File: config.mk
export PLATFORM = sky130hd
export DESIGN_NAME = bitloc_stream
export DESIGN_NICKNAME = d
export VERILOG_FILES = /design/src/rtl/bitloc_pkg.sv /design/src/rtl/bitloc_enc.sv /design/src/rtl/bitloc_stream.sv
export SDC_FILE = /design/constraint.sdc
export NUM_CORES = 1
export LEC_CHECK = 0
export ABC_AREA = 1
export ABC_CLOCK_PERIOD_IN_PS = 3000
export BUFFER_PORTS_ARGS = -buffer_cell sky130_fd_sc_hd__buf_2
export CELL_PAD_IN_SITES_DETAIL_PLACEMENT = 0
export CELL_PAD_IN_SITES_GLOBAL_PLACEMENT = 2
export CORE_MARGIN = 2
export CORE_UTILIZATION = 38
export CTS_BUF_LIST = sky130_fd_sc_hd__clkbuf_8
export DETAILED_ROUTE_END_ITERATION = 7
export PLACE_DENSITY_LB_ADDON = 0.1
export SYNTH_ARGS = -nofsm -noshare
export SYNTH_HDL_FRONTEND = slang
export SYNTH_SLANG_ARGS = --single-unit
File: constraint.sdc
create_clock -name clk -period 3 [get_ports clk]
set_input_delay 0.45 -clock clk [delete_from_list [all_inputs] [get_ports clk]]
set_output_delay 0.45 -clock clk [all_outputs]
set_load 0.02 [all_outputs]
File: src/rtl/bitloc_pkg.sv
`default_nettype none
// ---------------------------------------------------------------
// bitloc_pkg : shared defaults and result-entry type for bitloc_stream
// Rev 1.0
// ---------------------------------------------------------------
package bitloc_pkg;

    localparam int DEF_DATA_WIDTH = 8;
    localparam int DEF_DEPTH      = 4;
    localparam bit DEF_MSB_FIRST  = 1'b0;
    localparam int MAX_DATA_WIDTH = 256;

    function automatic int idx_width(input int w);
        return (w > 1) ? $clog2(w) : 1;
    endfunction

    // Entry index field is sized for the widest supported bus; instances use the low bits.
    localparam int IDX_W_MAX = idx_width(MAX_DATA_WIDTH);

    typedef struct packed {
        logic [IDX_W_MAX-1:0] index;
        logic                 none;
        logic                 multi;
    } bitloc_entry_t;

endpackage
`default_nettype wire

File: src/rtl/bitloc_enc.sv
`default_nettype none
// ---------------------------------------------------------------
// bitloc_enc : combinational priority encoder with none/multi flags
// Rev 1.0
// ---------------------------------------------------------------
module bitloc_enc
    import bitloc_pkg::*;
#(
    parameter int DATA_WIDTH = DEF_DATA_WIDTH,
    parameter bit MSB_FIRST  = DEF_MSB_FIRST
) (
    input  logic [DATA_WIDTH-1:0] data_i,
    output bitloc_entry_t         entry_o
);

    logic w_found;

    // Scan from the winning end; the first set bit seen owns the index, any later one flags multi.
    always_comb begin
        entry_o = '0;
        w_found = 1'b0;
        for (int i = 0; i < DATA_WIDTH; i++) begin
            if (data_i[MSB_FIRST ? (DATA_WIDTH - 1 - i) : i]) begin
                if (!w_found) begin
                    entry_o.index = IDX_W_MAX'(MSB_FIRST ? (DATA_WIDTH - 1 - i) : i);
                    w_found       = 1'b1;
                end else begin
                    entry_o.multi = 1'b1;
                end
            end
        end
        entry_o.none = ~w_found;
    end

endmodule
`default_nettype wire

File: src/rtl/bitloc_stream.sv
`default_nettype none
// ---------------------------------------------------------------
// bitloc_stream : streaming bit locator with registered result FIFO
// Rev 1.0
// ---------------------------------------------------------------
module bitloc_stream
    import bitloc_pkg::*;
#(
    parameter int DATA_WIDTH = DEF_DATA_WIDTH,
    parameter int DEPTH      = DEF_DEPTH,
    parameter bit MSB_FIRST  = DEF_MSB_FIRST
) (
    input  logic                         clk,
    input  logic                         rst,
    input  logic                         vld_src,
    input  logic [DATA_WIDTH-1:0]        data_in,
    output logic                         rdy_src,
    output logic [$clog2(DATA_WIDTH)-1:0] index,
    output logic                         none,
    output logic                         multi,
    output logic                         vld_sink,
    input  logic                         rdy_sink,
    output logic [$clog2(DEPTH+1)-1:0]   level
);

    localparam int IDX_W = $clog2(DATA_WIDTH);
    localparam int PTR_W = (DEPTH > 1) ? $clog2(DEPTH) : 1;
    localparam int LVL_W = $clog2(DEPTH + 1);

    bitloc_entry_t    mem_q [DEPTH];
    logic [PTR_W-1:0] wr_ptr_q, wr_ptr_d;
    logic [PTR_W-1:0] rd_ptr_q, rd_ptr_d;
    logic [LVL_W-1:0] level_q, level_d;
    logic             en_q;
    logic             w_accept;
    logic             w_pop;
    bitloc_entry_t    w_enc;
    bitloc_entry_t    w_head;
    logic             w_unused_idx;

    function automatic logic [PTR_W-1:0] next_ptr(input logic [PTR_W-1:0] p);
        return (p == PTR_W'(DEPTH - 1)) ? '0 : p + PTR_W'(1);
    endfunction

    bitloc_enc #(
        .DATA_WIDTH (DATA_WIDTH),
        .MSB_FIRST  (MSB_FIRST)
    ) u_enc (
        .data_i  (data_in),
        .entry_o (w_enc)
    );

    // en_q holds ready low for the first cycle out of reset.
    assign rdy_src  = en_q && (level_q < LVL_W'(DEPTH));
    assign vld_sink = (level_q != '0);
    assign w_accept = vld_src && rdy_src;
    assign w_pop    = vld_sink && rdy_sink;
    assign level    = level_q;

    always_comb begin
        wr_ptr_d = w_accept ? next_ptr(wr_ptr_q) : wr_ptr_q;
        rd_ptr_d = w_pop    ? next_ptr(rd_ptr_q) : rd_ptr_q;
        level_d  = level_q;
        if (w_accept && !w_pop) begin
            level_d = level_q + LVL_W'(1);
        end else if (w_pop && !w_accept) begin
            level_d = level_q - LVL_W'(1);
        end
    end

    always_ff @(posedge clk) begin
        if (rst) begin
            wr_ptr_q <= '0;
            rd_ptr_q <= '0;
            level_q  <= '0;
            en_q     <= 1'b0;
        end else begin
            wr_ptr_q <= wr_ptr_d;
            rd_ptr_q <= rd_ptr_d;
            level_q  <= level_d;
            en_q     <= 1'b1;
        end
    end

    always_ff @(posedge clk) begin
        if (!rst && w_accept) begin
            mem_q[wr_ptr_q] <= w_enc;
        end
    end

    assign w_head       = mem_q[rd_ptr_q];
    assign w_unused_idx = ^w_head.index;
    assign index        = vld_sink ? w_head.index[IDX_W-1:0] : '0;
    assign none         = vld_sink ? w_head.none  : 1'b0;
    assign multi        = vld_sink ? w_head.multi : 1'b0;

endmodule
`default_nettype wire

-- After elaboration in Yosys (flattened, before gate mapping)
Memories as Yosys holds them, arrays and structs flattened. A register that Yosys moved wholly into a read port is not among the register bits.
Index checks and enable logic that the tools add are counted.
- input port bits: 12
- memories kept: 1
- RAM bits: 40
- bits in read-only memories: 0
- word-level logic and storage cells: 72
- register bits after elaboration: 8
- bits in latches: 0
- div/mod/pow operators: 0
- multipliers: 0
- eq/ne operators: 2
- shifts and indexed selects: 0
- reduce and logical (&&, ||, !) cells: 11
- bitwise gates (word level): 1
- order comparisons: 1
- mux-type cells: 48
- add/sub/neg operators: 4
- memory list (name ; words ; bits a word ; read ports ; clocked after memory_dff ; wr ports ; RTL line ; source):
    mem_q ; 4 ; 10 ; 1 ; 1 ; 1 ; bitloc_stream.sv:30 ; bitloc_entry_t mem_q [DEPTH];
- operator list (cell ; number):
    8-bit 2-to-1 mux ; 13
    1-bit 2-to-1 mux ; 28
    3-bit 2-to-1 mux ; 3
    2-bit 2-to-1 mux ; 4
    1-bit logical AND ; 6
    2-bit by 1-bit adder with 2-bit output (second input constant) ; 2
    2-bit equality test (second input constant) ; 2
    3-bit by 1-bit adder with 3-bit output (second input constant) ; 1
    1-bit zero test ; 3
    3-bit < comparator (second input constant) ; 1
    3-bit nonzero test ; 1
    3-bit by 1-bit subtractor with 3-bit output (second input constant) ; 1
    2-bit nonzero test ; 1
    1-bit NOT ; 1

-- Logic depth before layout (Yosys ltp)
- depth after elaboration: 15
- gate-level depth with buffers: 12

-- Modules after synthesis
From an unflattened synthesis, not the netlist that was laid out.
- cells, all modules: 169
- area, all modules: 1495.2 µm²
- modules (own cells, without submodules) (module ; seq. area each (µm²) ; cells an instance ; instances ; area each (µm²)):
    bitloc_stream ; 800.8 ; 133 ; 1 ; 1312.5
    bitloc_enc ; 0.0 ; 36 ; 1 ; 182.7

-- Least setup slack after synthesis
Ideal clock, no wire load.
- kind: register -> register
- start point: register level_q[2] (netlist: level[2])
- end point: register level_q[2] (netlist: level[2])
- path buffers: 0
- slack: 1068 ps
- cell stages (with the launch flop): 12
- required time: 2890 ps
- library setup time: 110 ps
- arrival: 1822 ps
- cells stage by stage: dfxtp_1 -> nor2_2 -> nand2_2 -> inv_2 -> ha_1 -> inv_1 -> fa_1 -> or2_1 -> nand3_1 -> nand2_1 -> inv_1 -> nor2_1
- longest elaborated chain between the ends: 6
- RTL lines (element ; RTL line ; source):
    from (decl) ; bitloc_stream.sv:33 ; logic [LVL_W-1:0] level_q, level_d;
    from (signal assigned) ; bitloc_stream.sv:80 ; level_q <= level_d;
    3-bit < comparator * ; bitloc_stream.sv:54 ; assign rdy_src = en_q && (level_q < LVL_W'(DEPTH));
    1-bit logical AND * ; bitloc_stream.sv:54 ;
    named net rdy_src ; bitloc_stream.sv:17 ; output logic rdy_src,
    1-bit logical AND * ; bitloc_stream.sv:56 ; assign w_accept = vld_src && rdy_src;
    named net w_accept ; bitloc_stream.sv:35 ; logic w_accept;
    1-bit zero test ; bitloc_stream.sv:66 ; end else if (w_pop && !w_accept) begin
    1-bit logical AND ; bitloc_stream.sv:66 ;
    2-bit nonzero test (no source line) ; -- ;
The timed path passes the listed nets; every way through them passes the cells marked *. The select of a mux whose other input is x is not followed.
A chain may end at the register's enable or synchronous reset.

==> out/results.txt <==
Worst R2R Path Depth - 11
Via-to-Cell Ratio - 4.69
Max_cap viols - 0
CP Data Required Time - 2550 ps
Via Count - 1078
Global Route Usage Sum - 14.2%
VDD IR-drop max - 292 uV
Mapped Cells - 154
Post_cts resized - 0
Syn_area_per_cell - 9.25 sq um
Reg area - 801 sq um
CP delay by family, top - flip-flops
Full die area - 4260 sq um
Pwr dens - 828 nW/um^2
Synthesis-to-layout area growth - 16.4%
Clock Sinks - 30
Clock slew at reported path FFs - 60 ps
H-tree Lvls - 2
Worst Tran Pin Value - 508 ps
Max_slew headroom - 66.0%
Core area - 3630 sq um
Final nets - 200
Num CTS Buffers - 5
HPWL after DPL - 1.93 mm
Crit path max fanout - 11
Final core utilization - 45.7%
Max Buffers Root-to-Sink - 2
Die Y - 65.2 microns
TritonCTS clock tree - done
Final WL - 2.57 mm
Drt first pass iters - 4
R2R Setup Slk - 1160 ps
Final setup viols - 0
Clk Latency, worst-skew pair - 280 ps
Hold WC Path Type - primary input to register
CP endpoint kind - output port
GP Congestion - 0.717
Reg2reg end - level[2]
Worst Hold Endpoint - en_q
Rows - 22
Final ANT Viol Nets - 0
Hold Crit Start - rst
Detailed-route wire length per cell - 11.2 microns
Hold Crit Depth - 2
Area of the multi-input gates - 534 sq um
Max incr delay on CP - 570 ps
Initial drt markers - 45
Initial antenna violation count - 0
CP bufs+invs - 2
Cells along the critical path - inv_1 -> o21ai_0 -> a21oi_1 -> buf_2
Final std cells w/o fill - 230
Die span in x - 65.2 microns
I/O pin cnt - 22
Placed Cells - 222
Critical Path Start Type - register
Worst EP arrival - 1610 ps
Post-synthesis sequential area ratio - 56.2%
Fin crit share - 68.6%
Leak pwr - 0.700 nW
Filler Cells Inserted - 373
Post-CTS Setup Inserts - 0
Vias in the first global route - 1022
Slew Limit Fails - 0
# diodes - 0
Mapped Area - 1430 sq um
RSZ-0062 raised after global routing - no
YS warnings - 0
Fmax - 486 MHz
Crit Path Class - register to output port
Largest net degree at the start of global routing - 12
DRC - 0
GRT overflow - 0
Share of cells above drive strength 1 - 20.9%
Status - finished clean
Starting Density - 39.2%
#FFs+latches synth - 30
CP max-delay cell - dfxtp_1
IO buf count - 21
Worst r2r src - level[0]
Mapped Nets - 173
Final Hold Viols - 0
Synth cell types - 21
Hold-fix buffers, CTS - 0
First-pass GRT wire length - 4.46 mm
Clock Tree Root - clkbuf_8
Setup TNS - 0 ps
Crit path time final - 2060 ps
Clk_skew - 3.05 ps
[kinds of logic (layout without fill, tap and decap cells)]
family,count (synthesis),count (layout),share of synthesized area (%)
AND/OR/NAND/NOR,64,64,19.7
flip-flops,30,30,56.2
buffers and inverters,22,50,6.32
AO/OA/AOI/OAI,31,31,11.2
adder cells (fa/ha/maj),7,7,6.67
[through the flow]
stage	power (W)	cell area (sq um)	hold slack, ps	setup WS [ps]
after global placement	0.00109	1580	494	1220
after floorplan	0.000936	1430	482	1070
after CTS	0.00139	1660	465	956
after global routing	0.00148	1660	493	825
final	0.00137	1660	474	941
after detailed placement	0.00110	1580	510	1170
[where the power goes]
| group | total (W) | switching (W) | leakage (nW) | internal (W) |
|---|---|---|---|---|
| logic | 0.000529 | 0.000351 | 0.386 | 0.000178 |
| clock network | 0.000289 | 0.000135 | 0.0519 | 0.000154 |
| registers | 0.000556 | 0.0000636 | 0.262 | 0.000493 |
[cell usage after synthesis, drive strengths merged]
library cell  instances  share of area, %
o21ai                19               6.7
nand4                 2              0.88
a31oi                 1              0.44
inv                  20               5.3
nor2                 42                12
fa                    1               1.4
nand3                 3               1.1
a21oi                10               3.5
nand3b                1              0.53
dfxtp                10                14
nand2                15               4.8
a21boi                1              0.53
edfxtp               20                42
or2                   1              0.44
buf                   1              0.79
ha                    6               5.3
clkinv                1              0.26
[sequential cells by signal, summed over array words and instances (netlist names), named ones only]
name and count:
mem_q 20, level 3, rd_ptr_q 2, wr_ptr_q 2, en_q 1
[cell type report]
type                       instances  area share [%]
clock buffer                       5            4.15
timing repair buffer              21            6.33
tap                               48            3.62
multi-input combinational        102            32.2
inverter                          21            4.75
clock inverter                     3           0.679
sequential                        30            48.3
[how the worst max path moves through the flow]
stage | from | endpoint | cells after the start | slack (ps)
floorplan | level[2] | level[2] | 11 | 1070
global placement | vld_src | level[2] | 11 | 1220
detailed placement | vld_src | level[2] | 11 | 1170
CTS | register | index[2] | 4 | 960
global route | register | index[2] | 4 | 830
finish | register | index[2] | 4 | 940
[placed cells by master, fill, tap and decap left out, drive strengths merged]
master | synthesis | layout
o21ai | 19 | 19
ha | 6 | 6
nand3 | 3 | 3
nand2 | 15 | 15
clkinv | 1 | 1
nand3b | 1 | 1
or2 | 1 | 1
a21oi | 10 | 10
clkbuf | 0 | 5
dfxtp | 10 | 10
a31oi | 1 | 1
nand4 | 2 | 2
edfxtp | 20 | 20
buf | 1 | 21
nor2 | 42 | 42
a21boi | 1 | 1
fa | 1 | 1
inv | 20 | 23
[routing by layer]
| layer | vias to the layer above | wire length [microns] | track usage, % | part of all wire, % |
|---|---|---|---|---|
| li1 | 560 | - | - | - |
| met1 | 491 | 1220 | 17.1 | 48 |
| met2 | 21 | 1180 | 22.8 | 46 |
| met3 | 6 | 114 | 3.60 | 4.4 |
| met4 | 0 | 49 | 8.59 | 1.9 |
| met5 | - | 0 | 0 | 0 |
(Power assumes the default switching activity.)
